===== src/rtl/lcd_frame_streamer_if.sv =====
// lcd_frame_streamer_if: one-byte valid/ready link from the frame streamer to the I2C byte sender
interface lcd_frame_streamer_if;
   logic       out_valid;
   logic       out_rs;
   logic [7:0] out_data;
   logic       out_ready;
   modport master(output out_valid, out_rs, out_data, input out_ready);
   modport slave(input out_valid, out_rs, out_data, output out_ready);
endinterface


===== src/rtl/lcd_frame_streamer.sv =====
// lcd_frame_streamer: HD44780 power-on init, then re-sends both 16-char rows whenever they change.
// Optional periodic forced refresh when LCD_FORCE_REFRESH_EN is defined.
module lcd_frame_streamer #(
   parameter int unsigned INIT_WAIT_CYCLES = 2_000_000,
   parameter int unsigned GAP_CYCLES       = 2_000,
   parameter int unsigned CLEAR_GAP_CYCLES = 100_000,
   parameter int unsigned REFRESH_CYCLES   = 25_000_000
) (
   input  logic                        clk,
   input  logic                        rst,
   input  logic [127:0]                row1,
   input  logic [127:0]                row2,
   lcd_frame_streamer_if.master        bus,
   output logic                        busy,
   output logic                        frame_done
);
   localparam int unsigned MAX_A = INIT_WAIT_CYCLES > CLEAR_GAP_CYCLES ? INIT_WAIT_CYCLES : CLEAR_GAP_CYCLES;
   localparam int unsigned MAX_W = MAX_A > GAP_CYCLES ? MAX_A : GAP_CYCLES;
   localparam int CW = $clog2(MAX_W + 1);
   localparam logic [7:0][7:0] INIT_SEQ = {8'h33, 8'h32, 8'h28, 8'h0C, 8'h06, 8'h01, 8'h00, 8'h00};

   if (INIT_WAIT_CYCLES == 0 || GAP_CYCLES == 0 || CLEAR_GAP_CYCLES == 0 || REFRESH_CYCLES == 0) begin : g_bad_param
      $error("lcd_frame_streamer: cycle parameters must be nonzero");
   end

   typedef enum logic [2:0] {S_INIT_WAIT, S_INIT_CMD, S_IDLE, S_ADDR1, S_DATA1, S_ADDR2, S_DATA2} state_t;

   state_t           state_q, state_d;
   logic [CW-1:0]    cnt_q, cnt_d;
   logic [3:0]       idx_q, idx_d;
   logic             gap_q, gap_d, clr_q, clr_d;
   logic             valid_q, valid_d, rs_q, rs_d;
   logic [7:0]       data_q, data_d;
   logic [31:0][7:0] snap_q, snap_d, shadow_q, shadow_d;
   logic             shv_q, shv_d, done_q, done_d;
   logic             acc, gap_end, free, start, refresh, data_st;
   logic [7:0]       ch, nxt_byte;

   assign acc      = valid_q && bus.out_ready;
   assign gap_end  = gap_q && cnt_q == (clr_q ? CW'(CLEAR_GAP_CYCLES - 1) : CW'(GAP_CYCLES - 1));
   assign free     = !gap_q || gap_end;
   assign start    = state_q == S_IDLE && free && (!shv_q || {row1, row2} != shadow_q || refresh);
   assign data_st  = state_q == S_DATA1 || state_q == S_DATA2;
   // row1 occupies chars 31..16, so the inverted {row, idx} picks the MSB-first character
   assign ch       = snap_q[~{state_q == S_DATA2, idx_q}];
   assign nxt_byte = data_st ? (ch == 8'h00 ? 8'h20 : ch) :
                     state_q == S_INIT_CMD ? INIT_SEQ[~idx_q[2:0]] :
                     state_q == S_ADDR2 ? 8'hC0 : 8'h80;

   assign bus.out_valid = valid_q;
   assign bus.out_rs    = rs_q;
   assign bus.out_data  = data_q;
   assign busy          = !(state_q == S_IDLE && !gap_q);
   assign frame_done    = done_q;

`ifdef LCD_FORCE_REFRESH_EN
   localparam int RW = $clog2(REFRESH_CYCLES + 1);
   logic [RW-1:0] ref_cnt_q;
   logic          ref_flag_q, wrap;
   assign wrap    = ref_cnt_q == RW'(REFRESH_CYCLES - 1);
   assign refresh = ref_flag_q;
   always_ff @(posedge clk) begin
      if (rst) begin
         ref_cnt_q  <= '0;
         ref_flag_q <= 1'b0;
      end else begin
         ref_cnt_q  <= wrap ? '0 : ref_cnt_q + 1'b1;
         ref_flag_q <= wrap || (ref_flag_q && !start);
      end
   end
`else
   assign refresh = 1'b0;
`endif

   always_ff @(posedge clk) begin
      if (rst) begin
         state_q  <= S_INIT_WAIT;
         cnt_q    <= '0;
         idx_q    <= '0;
         gap_q    <= 1'b0;
         clr_q    <= 1'b0;
         valid_q  <= 1'b0;
         rs_q     <= 1'b0;
         data_q   <= 8'h00;
         snap_q   <= '0;
         shadow_q <= '0;
         shv_q    <= 1'b0;
         done_q   <= 1'b0;
      end else begin
         state_q  <= state_d;
         cnt_q    <= cnt_d;
         idx_q    <= idx_d;
         gap_q    <= gap_d;
         clr_q    <= clr_d;
         valid_q  <= valid_d;
         rs_q     <= rs_d;
         data_q   <= data_d;
         snap_q   <= snap_d;
         shadow_q <= shadow_d;
         shv_q    <= shv_d;
         done_q   <= done_d;
      end
   end

   always_comb begin
      state_d  = state_q;
      cnt_d    = cnt_q;
      idx_d    = idx_q;
      gap_d    = gap_q;
      clr_d    = clr_q;
      valid_d  = valid_q;
      rs_d     = rs_q;
      data_d   = data_q;
      snap_d   = snap_q;
      shadow_d = shadow_q;
      shv_d    = shv_q;
      done_d   = 1'b0;
      if (gap_q) begin
         cnt_d = cnt_q + 1'b1;
         gap_d = !gap_end;
      end
      if (state_q == S_INIT_WAIT) begin
         cnt_d = cnt_q + 1'b1;
         if (cnt_q == CW'(INIT_WAIT_CYCLES - 1)) begin
            state_d = S_INIT_CMD;
            cnt_d   = '0;
         end
      end else if (acc) begin
         valid_d = 1'b0;
         gap_d   = 1'b1;
         cnt_d   = '0;
         clr_d   = !rs_q && data_q == 8'h01;
         idx_d   = (state_q == S_INIT_CMD && idx_q == 4'd5) ? 4'd0 :
                   (state_q == S_ADDR1 || state_q == S_ADDR2) ? idx_q : idx_q + 1'b1;
         state_d = state_q == S_INIT_CMD ? (idx_q == 4'd5 ? S_IDLE : S_INIT_CMD) :
                   state_q == S_ADDR1 ? S_DATA1 :
                   state_q == S_DATA1 ? (idx_q == 4'd15 ? S_ADDR2 : S_DATA1) :
                   state_q == S_ADDR2 ? S_DATA2 : (idx_q == 4'd15 ? S_IDLE : S_DATA2);
         if (state_q == S_DATA2 && idx_q == 4'd15) begin
            shadow_d = snap_q;
            shv_d    = 1'b1;
            done_d   = 1'b1;
         end
      end else if (start) begin
         snap_d  = {row1, row2};
         state_d = S_ADDR1;
         valid_d = 1'b1;
         rs_d    = 1'b0;
         data_d  = 8'h80;
      end else if (state_q != S_IDLE && !valid_q && free) begin
         valid_d = 1'b1;
         rs_d    = data_st;
         data_d  = nxt_byte;
      end
   end
endmodule

===== src/flat_wrapper.sv =====
// flat-port wrapper written by rule: the top's interface ports become plain ports
module lcd_frame_streamer_flat 
#(
   parameter int unsigned INIT_WAIT_CYCLES = 2_000_000,
   parameter int unsigned GAP_CYCLES       = 2_000,
   parameter int unsigned CLEAR_GAP_CYCLES = 100_000,
   parameter int unsigned REFRESH_CYCLES   = 25_000_000
)
  (clk, rst, row1, row2, busy, frame_done, bus_out_valid, bus_out_rs, bus_out_data, bus_out_ready);
  lcd_frame_streamer_if bus_i ();
  input  logic clk;
  input  logic rst;
  input  logic [127:0] row1;
  input  logic [127:0] row2;
  output logic busy;
  output logic frame_done;
  output wire logic [$bits(bus_i.out_valid)-1:0] bus_out_valid;
  output wire logic [$bits(bus_i.out_rs)-1:0] bus_out_rs;
  output wire logic [$bits(bus_i.out_data)-1:0] bus_out_data;
  input wire logic [$bits(bus_i.out_ready)-1:0] bus_out_ready;
  assign bus_out_valid = bus_i.out_valid;
  assign bus_out_rs = bus_i.out_rs;
  assign bus_out_data = bus_i.out_data;
  assign bus_i.out_ready = bus_out_ready;
  lcd_frame_streamer #(.INIT_WAIT_CYCLES(INIT_WAIT_CYCLES), .GAP_CYCLES(GAP_CYCLES), .CLEAR_GAP_CYCLES(CLEAR_GAP_CYCLES), .REFRESH_CYCLES(REFRESH_CYCLES)) u_core (.clk(clk), .rst(rst), .row1(row1), .row2(row2), .bus(bus_i), .busy(busy), .frame_done(frame_done));
endmodule

===== config.mk =====
export PLATFORM = sky130hd
export DESIGN_NAME = lcd_frame_streamer_flat
export DESIGN_NICKNAME = d
export VERILOG_FILES = /design/src/rtl/lcd_frame_streamer_if.sv /design/src/rtl/lcd_frame_streamer.sv /design/src/flat_wrapper.sv
export SDC_FILE = /design/constraint.sdc
export NUM_CORES = 2
export LEC_CHECK = 0
export CORE_MARGIN = 1
export CORE_UTILIZATION = 59
export CTS_BUF_LIST = sky130_fd_sc_hd__clkbuf_4
export CTS_CLUSTER_SIZE = 14
export DETAILED_ROUTE_END_ITERATION = 7
export HOLD_SLACK_MARGIN = 0.08
export PLACE_DENSITY_LB_ADDON = 0.12
export SYNTH_ARGS = -nofsm -noshare
export SYNTH_HDL_FRONTEND = slang
export SYNTH_SLANG_ARGS = --single-unit

===== constraint.sdc =====
create_clock -name clk -period 4 [get_ports clk]
set_clock_uncertainty 0.2 [all_clocks]
set_input_delay 0.8 -clock clk [delete_from_list [all_inputs] [get_ports clk]]
set_output_delay 0.8 -clock clk [all_outputs]
set_load 0.01 [all_outputs]

==> results.md, run 1 <==
- The run finished with clean final reports.
- The number of nets in the synthesized netlist is between 3000 and 4000.
- In this run, flip-flops and latches consume approximately half of the power.
- The violation count after the first detailed-route iteration is slightly above 3000.
- The root buffer cell is clkbuf_4.
- The design internal power is around 8.4 mW.
- The maximum clock path buffer count is 3.
- The area inside the core boundary is approximately 42000 µm².
- The vias after detailed routing is 23800.
- Synthesis inferred roughly 550 register bits.
- In this run the register-to-register setup slack is about 0.38 ns.
- The final-layout fill cell count is slightly below 3000.
- The last weighted congestion value of the routability-driven placer is 1.12.
- The capture instance of the worst register-to-register path is u_core.snap_q[88]$_SDFFE_PP0P_.
- The setup fix buffers added after clock tree synthesis is 0.
- The cell type contributing the most total cell area after synthesis is dfxtp_1.
- The count of different cell masters after synthesis is 51.
- Buffers placed on the I/O ports in this run total 270.
- The wire-length estimate of the detail-placed layout is about 74000 µm.
- The transition time at the pin with the least slew margin is ~0.97 ns.
- For this configuration, the core starts out at a cell density of about three fifths.
- After floorplanning, the core was divided into 75 placement rows.
- For the worst-skew pair, the clock arrives at the later sink with an insertion delay of 1.01 ns.
- The post-synthesis compound-gate area fraction is a little over 8%.
- Entering global routing, the biggest net connects 121 pins.
- The fraction of layout instances using a drive strength above 1 is roughly 15%.
- The per-instance average area after synthesis is approximately 9.0 µm².
- The simple logic cell fraction of the synthesized area is 19.0%.
- The level count of the clock H-tree is 4.
- In the post-synthesis netlist, the biggest area contributors are dfxtp_1 44%, mux2i_1 11%, nand2_1 8.2%.
- The floorplan step defined a die boundary enclosing 43700 µm².
- The die extent in y is 209 µm.
- The final hold violation count is 0.
- The data required time of the critical path is between 4 and 5 ns.
- The share of total power in combinational logic is approximately 7.6%.
- The global-route wire length before repair is approximately 140000 µm.
- The clock net in this run drives a total of about 550 sinks.
- The cell area after layout is 31400 µm².
- The adder-cell area share of the yosys netlist is less than 1%.
- Once placement finished, the instance area stood at between 20000 and 30000 µm².
- The share of synthesized area spent on multiplexers is 17.2%.
- Setup violations remaining at the end of the flow were counted as 0.
- The utilization after layout is 74.5%.
- The routed design could run at a clock period as short as 3.62 ns.
- The dominant combinational cell family by area after synthesis is simple AND/OR/NAND/NOR gates.
- The proportion of netlist area held by the largest area contributor is a little over two fifths.
- The leakage power summed over all cells is between 10 and 15 nW.
- In this run the power spent charging and discharging nets is roughly 2.8 mW.
- The number of antenna violations at the first check in global routing is 8.
- For this run, the post-layout net count is between 3000 and 4000.
- The worst slack at placement is -0.449 ns.
- The sequential-to-total area share from yosys stat is between 40% and 50%.
- Counting cells, the worst reg-to-reg path comes to 14.
- The most numerous cell in the Yosys netlist is dfxtp_1.
- The amount of wire on met2 after detailed routing is 44100 µm.
- The worst setup path is of the flip-flop to flip-flop kind.
- From synthesis to final layout, the design area changed by 24.0%.
- Pin placement for this block handled 271 I/O pins.
- The count of unresolved DRC violations after routing is 0.
- For this run, the detailed router's first-pass iteration total came to 7.
- The cell count after synthesis is around 2800.
- Tracing the worst setup path back leads to its startpoint at u_core.shadow_q[26]$_SDFFE_PP0P_.
- The wire length per cell is roughly 25 µm.
- The relative contribution of the clock network to total power is a little over two fifths.
- The endpoint kind of the worst setup timing path is a flip-flop.
- The total congestion overflow after global routing is 0.
- The total routing usage reported by global routing is roughly 45%.
- Final hold analysis gives a worst-case slack of ~0.24 ns.
- In the post-route analysis, the smallest setup slack over all paths is between 0.3 and 0.4 ns.
- After synthesis the cells add up to between 20000 and 30000 µm².
- Timing would allow up to ~280 MHz.
- The tightest slew margin relative to the limit is about 35%.
- The number of maximum-capacitance violations is 0.
- The routed design has between 90000 and 100000 µm of wire.
- The clock slew at the register clock pins of the worst setup and hold paths is 0.07 ns.
- STA puts the critical path data arrival time at between 4 and 5 ns.
- The switching power share of the total is 25.3%.
- In this run the remaining antenna-violating nets after routing total 0.
- Dividing the detail-routed via count by the number of cells gives between 6 and 7.
- The worst setup path is launched from a flip-flop.
- The top layer reached by signal wires is met5.
- The predominant post-synthesis flop cell is dfxtp_1.
- In the final routing, the length of wire on met1 measures 37700 µm.
- The async set or reset register ratio after synthesis is 0%.
- Setup repair after global routing left no endpoint under its margin.
- The number of global-route vias before repair is 22700.
- The critical path ends at u_core.snap_q[88]$_SDFFE_PP0P_.
- The horizontal extent of the die is 209 µm.
- The CTS tree is yes.
- Along the worst path, the maximum fanout reaches 24.
- In the finished design, the share of the clock period the worst path needs comes to between 90% and 100%.
- Across the VDD grid, the largest voltage drop is 0.311 mV.
- The number of slew-limit violations in the final report is 0.
- After detailed routing, the met3 layer carries between 10000 and 15000 µm of wire.
- Yosys printed 0 warnings.
- The commonest cells after synthesis are 554 x dfxtp_1, 553 x nand2_1, 311 x nor2_1.
- In this run the power density over the cells is about 360 nW/µm².
- The TritonCTS buffer count is 143.
- The synthesized-area fraction occupied by xor and xnor cells is around 6.3%.
- The class of the tightest hold or removal check is flip-flop to flip-flop.
- The number of synthesized flops with an enable pin is 0.
- In this run the critical register-to-register path is launched from u_core.shadow_q[26]$_SDFFE_PP0P_.
cells in the final DEF, fill, tap and decap left out, types with 3 or more instances in the layout:
cell type and n:
nand2_1 553, mux2i_1 272, o2bb2ai_1 3, a21oi_1 280, a22o_1 3, inv_2 4
and2_1 4, dfxtp_1 552, clkinvlp_4 3, xor2_1 36, clkinv_1 29, nor4b_1 3
inv_1 65, bufinv_16 3, and3_1 4, xnor2_1 145, a2111o_1 21, buf_12 26
nor4_1 27, buf_4 197, o221ai_1 3, mux4_2 72, clkbuf_4 196, nor2b_1 69
nand2b_1 36, o22ai_1 22, o21ai_0 11, o31ai_1 3, nand3_1 25, nor2_1 311
diode_2 4, nand4_1 52, ha_1 5, nor3_1 17, clkdlybuf4s50_1 269, o2111ai_1 9
layer usage:
metal  track usage [%]  vias up
li1                  -    10500
met1              56.3    11500
met2              68.2     1489
met3              12.6      294
met4              25.9       10
met5                 0        -
cell families after synthesis:
kind of cell,count (synthesis)
multiplexers,345
flip-flops,554
AND/OR/NAND/NOR,1116
adder cells (fa/ha/maj),5
XOR/XNOR,181
buffers and inverters,238
AO/OA/AOI/OAI,366
critical path: stages, from the launching register on:
cell,delay [ns]
dfxtp_1,0.32
xnor2_1,0.35
buf_4,0.23
nand4_1,0.11
nor4_1,0.36
buf_4,0.17
nand4_1,0.18
nor4_2,0.31
buf_4,0.17
a21oi_1,0.11
nand3_4,0.15
buf_12,0.27
buf_12,0.22
mux2i_1,0.24
nor2_1,0.07
through the flow:
| step | TNS (ns) | instances | power, mW |
|---|---|---|---|
| floorplan | 0 | 2805 | 5.85 |
| global placement | -84.30 | 3664 | 6.46 |
| detailed placement | -92.39 | 3664 | 6.46 |
| CTS | 0 | 3902 | 11.2 |
| global route | 0 | 3903 | 11.5 |
| finish | 0 | 3906 | 11.2 |
power groups by stage:
stage	Combinational (mW)	Sequential, mW	Clock (mW)
finish	0.850	5.52	4.84
detailed placement	0.816	5.64	0
CTS	0.823	5.52	4.87
global route	0.860	5.51	5.16
floorplan	0.206	5.64	0
global placement	0.815	5.64	0
registers in the layout, indices dropped and copies added, names as in the netlist:
register              count
u_core.state_q            3
u_core.frame_done         1
u_core.bus.out_data       8
u_core.gap_q              1
u_core.bus.out_rs         1
u_core.idx_q              4
u_core.cnt_q             21
u_core.bus.out_valid      1
u_core.snap_q           256
u_core.clr_q              1
u_core.shadow_q         256
u_core.shv_q              1
layout make-up:
class | instances | area [µm²] | share of cell area (%)
diodes | 4 | 10.0 | 0.0319
clock buffers | 196 | 1470 | 4.69
clock inverters | 41 | 246 | 0.785
inverters | 65 | 244 | 0.777
multi-input cells | 2013 | 12900 | 41.2
flip-flops and latches | 554 | 11100 | 35.4
well taps | 539 | 674 | 2.15
repair buffers | 494 | 4720 | 15.0
worst min path at each step:
stage / from / endpoint / slack, ns / cells after the start
finish: u_core.snap_q[240]$_SDFFE_PP0P_ / u_core.shadow_q[240]$_SDFFE_PP0P_ / 0.24 / 2
global route: u_core.snap_q[240]$_SDFFE_PP0P_ / u_core.shadow_q[240]$_SDFFE_PP0P_ / 0.22 / 2
CTS: row2[16] / u_core.snap_q[16]$_SDFFE_PP0P_ / 0.19 / 3
detailed placement: u_core.shadow_q[229]$_SDFFE_PP0P_ / u_core.shadow_q[229]$_SDFFE_PP0P_ / 0.25 / 2
global placement: u_core.shadow_q[189]$_SDFFE_PP0P_ / u_core.shadow_q[189]$_SDFFE_PP0P_ / 0.24 / 2
floorplan: u_core.shadow_q[173]$_SDFFE_PP0P_ / u_core.shadow_q[173]$_SDFFE_PP0P_ / 0.24 / 2
repair_timing:
action / 4_1_cts / 5_1_grt
hold endpoints to repair: 11 / 0
gates resized for setup: 0 / 0
hold buffers: 1 / 0
(Power assumes the default switching activity.)
==> run 2, diff against run 1 <==
Settings changed: CORE_MARGIN 1 to 2.
==> run 2 against run 1 <==
Sequential share of layout area is 0.14 points lower. Maximum frequency is 2.4% lower. Utilization is 0.29 points higher. Via count is 0.60% higher. Count of clock-buffer cells in the layout is 15 higher. Combinational power is 1% higher. Sequential power hardly changed.
==> results.md, run 2 (synthesized netlist as in run 1, its figures left out) <==
- The flow ran to the end, and the final reports show no timing, DRC or antenna violations.
- The final-layout fill cell count is between 2000 and 3000.
- The switching power share of the total is approximately a quarter.
- The per-cell via count in the routed design is 6.10.
- The residual antenna-violating net count after detailed routing is 0.
- For this design the static power due to leakage is 13.2 nW.
- Clock-pin slew was measured on the worst setup and hold paths at 0.07 ns.
- The transition time at the pin with the least slew margin is around 1.1 ns.
- Clock tree synthesis selected as its root buffer the cell clkbuf_4.
- The number of maximum-capacitance violations is 0.
- The number of input and output port buffers inserted is between 200 and 300.
- The die is 211 µm tall.
- Leaving out fill and tap cells, the most frequent cell in the layout is nand2_1.
- Entering global routing, the biggest net connects between 150 and 200 pins.
- The layout-stage area growth over the synthesis result is 24.5%.
- The largest stage delay on the critical path is between 0.4 and 0.5 ns.
- The data arrival time of the critical path is 2.70 ns.
- The shortest clock period the worst path allows after layout is about 3.7 ns.
- The CTS tree is yes.
- The number of buffers and inverters on the critical path is 1.
- The sum of routed wire length over all layers is around 99000 µm.
- The worst ir drop on vdd is around 0.34 mV.
- The detailed router finished its first iteration with 3013 violations.
- The number of antenna violations at the first check in global routing came to 12.
- The starting utilization of the core area is about three fifths.
- Summing all flip-flop and latch instances after layout gives around 11000 µm².
- In the final layout, the registers with the most flip-flops are u_core.shadow_q x256, u_core.snap_q x256, u_core.cnt_q x21.
- The cell with the largest stage delay on the worst path is clkdlybuf4s50_1.
- Static timing analysis puts the maximum clock frequency at around 270 MHz.
- The clock tree synthesis step divided the H-tree into 4 levels.
- For the worst-skew pair, the clock arrives at the later sink with an insertion delay of 1.03 ns.
- The share of total power in combinational logic is 7.4%.
- The tightest slew margin relative to the limit is a little under 30%.
- For this run the aggregate overflow at the end of global routing stands at 0.
- The multi-input combinational cell area is roughly 13000 µm².
- The area inside the core boundary is approximately 42000 µm².
- The die covers 44600 µm².
- The vias after detailed routing is about 24000.
- Power spread over the standard cell area amounts to 367 nW/µm².
- In this run the horizontal extent of the chip is between 200 and 250 µm.
- The number of slew-limit violations in the final report came to 0.
- In this run the core area contains between 70 and 80 standard-cell rows.
- Hold timing on the final database bottoms out at a slack of 0.240 ns.
- In this run the worst path has a maximum fanout of 15.
- The wire length per cell is ~25 µm.
- In this run, CTS created clock tree buffers numbering 146.
- The proportion of power drawn by flip-flops and latches is 47.7%.
- The pre-antenna-repair detailed-routing pass consisted of 5 iterations.
- The count of unresolved DRC violations after routing is 0.
- The maximum clock path buffer count is 3.
- Across every metal layer, demand over resource in global routing totals between 40% and 50%.
- For this design the top-level I/O count stands at around 270.
- The fraction of layout instances using a drive strength above 1 is 15.7%.
- The global-route wire length before repair is about 140000 µm.
- The final net count is between 3000 and 4000.
- The HPWL after detailed placement is about 75000 µm.
- The internal portion of the total power is roughly 8.7 mW.
- The worst setup path is captured at an output pin.
- Setup repair after global routing left no endpoint under its margin.
- The setup fix buffers added after clock tree synthesis is 0.
- The critical path is of the flip-flop to output pin type.
- For this design the total switching power over the nets is approximately 2.8 mW.
- Setup violations remaining at the end of the flow were counted as 0.
- The number of global-route vias before repair is approximately 23000.
- Dividing the final minimum period by the clock period gives between 90% and 100%.
- The kind of cell with the highest combined delay along the critical path is simple AND/OR/NAND/NOR gates.
- The class of the tightest hold or removal check is primary input to flip-flop.
- The share of total power dissipated in the clock network is around 45%.
- STA classifies the critical path startpoint as a flip-flop.
- In the layout the commonest cells are 553 x nand2_1, 552 x dfxtp_1, 311 x nor2_1, 280 x a21oi_1, 272 x mux2i_1.
- For the worst setup path, the data required time is 3.00 ns.
- The congestion estimate from routability-driven global placement came to between 1 and 1.5.
- The total power of the final layout is 11.6 mW.
- Traced cell by cell, the critical path runs through nor2_1, nand2_1, or2_2, clkdlybuf4s50_1.
- The final hold violation count is 0.
- The number of clock sinks is roughly 550.
-- run 2: changes by cell type in the layout (fill, tap and decap cells not counted), sizes merged --
cell	before	now
diode	4	10
clkinvlp	3	1
bufinv	3	6
clkbuf	196	211
clkinv	31	21
inv	69	66
-- run 2: stage by stage --
step | setup WS (ns) | cell area, µm² | std cells | util [%] | setup TNS [ns]
floorplan | 0.873 | 25300 | 2805 | - | 0
global placement | -0.448 | 29600 | 3664 | 70.3 | -94.30
detailed placement | -0.472 | 29600 | 3664 | 70.3 | -103.74
CTS | 0.253 | 31500 | 3905 | 74.7 | 0
global route | 0.175 | 31500 | 3910 | 74.7 | 0
finish | 0.297 | 31500 | 3915 | 74.8 | 0
-- run 2: routing by layer --
metal	global-route usage (%)	part of all wire [%]
met1	55.8	38
met2	67.7	45
met3	11.9	11
met4	26.3	5.9
met5	0	0.049
-- run 2: final cells by class --
type / count / area share [%]
Sequential cell: 554 / 35.2
Clock buffer: 211 / 5.03
Multi-Input combinational cell: 2013 / 41.0
Inverter: 65 / 0.774
Timing Repair Buffer: 494 / 14.9
Clock inverter: 29 / 0.870
Antenna cell: 10 / 0.0794
Tap cell: 539 / 2.14
-- run 2: power groups by stage --
stage / Sequential [mW] / Combinational [mW] / Clock (mW)
finish: 5.52 / 0.860 / 5.18
CTS: 5.52 / 0.834 / 5.20
global route: 5.51 / 0.871 / 5.48
detailed placement: 5.64 / 0.826 / 0
floorplan: 5.64 / 0.206 / 0
global placement: 5.64 / 0.824 / 0
-- run 2: path summary, 6_finish.rpt --
check / from / to / slack [ns] / cells after the start
setup / recovery: u_core.state_q[2]$_SDFFE_PP0P_ / busy / 0.30 / 4
hold / removal: row1[76] / u_core.snap_q[204]$_SDFFE_PP0P_ / 0.24 / 3
setup reg to reg: u_core.shadow_q[63]$_SDFFE_PP0P_ / u_core.bus.out_rs$_SDFFE_PP0P_ / 0.38 / 14
hold reg to reg: u_core.snap_q[98]$_SDFFE_PP0P_ / u_core.shadow_q[98]$_SDFFE_PP0P_ / 0.25 / 2
-- run 2: timing repair --
action / 4_1_cts / 5_1_grt
resized for setup: 0 / 0
endpoints found under the setup margin: 0 / 0
hold buffers: 1 / 0
hold endpoints to repair: 72 / 0
-- run 2: tightest hold or removal path: cells and delay by family --
family        cells  cell delay, ns
buf+inv           1            0.44
mux               1            0.13
simple gates      1            0.05
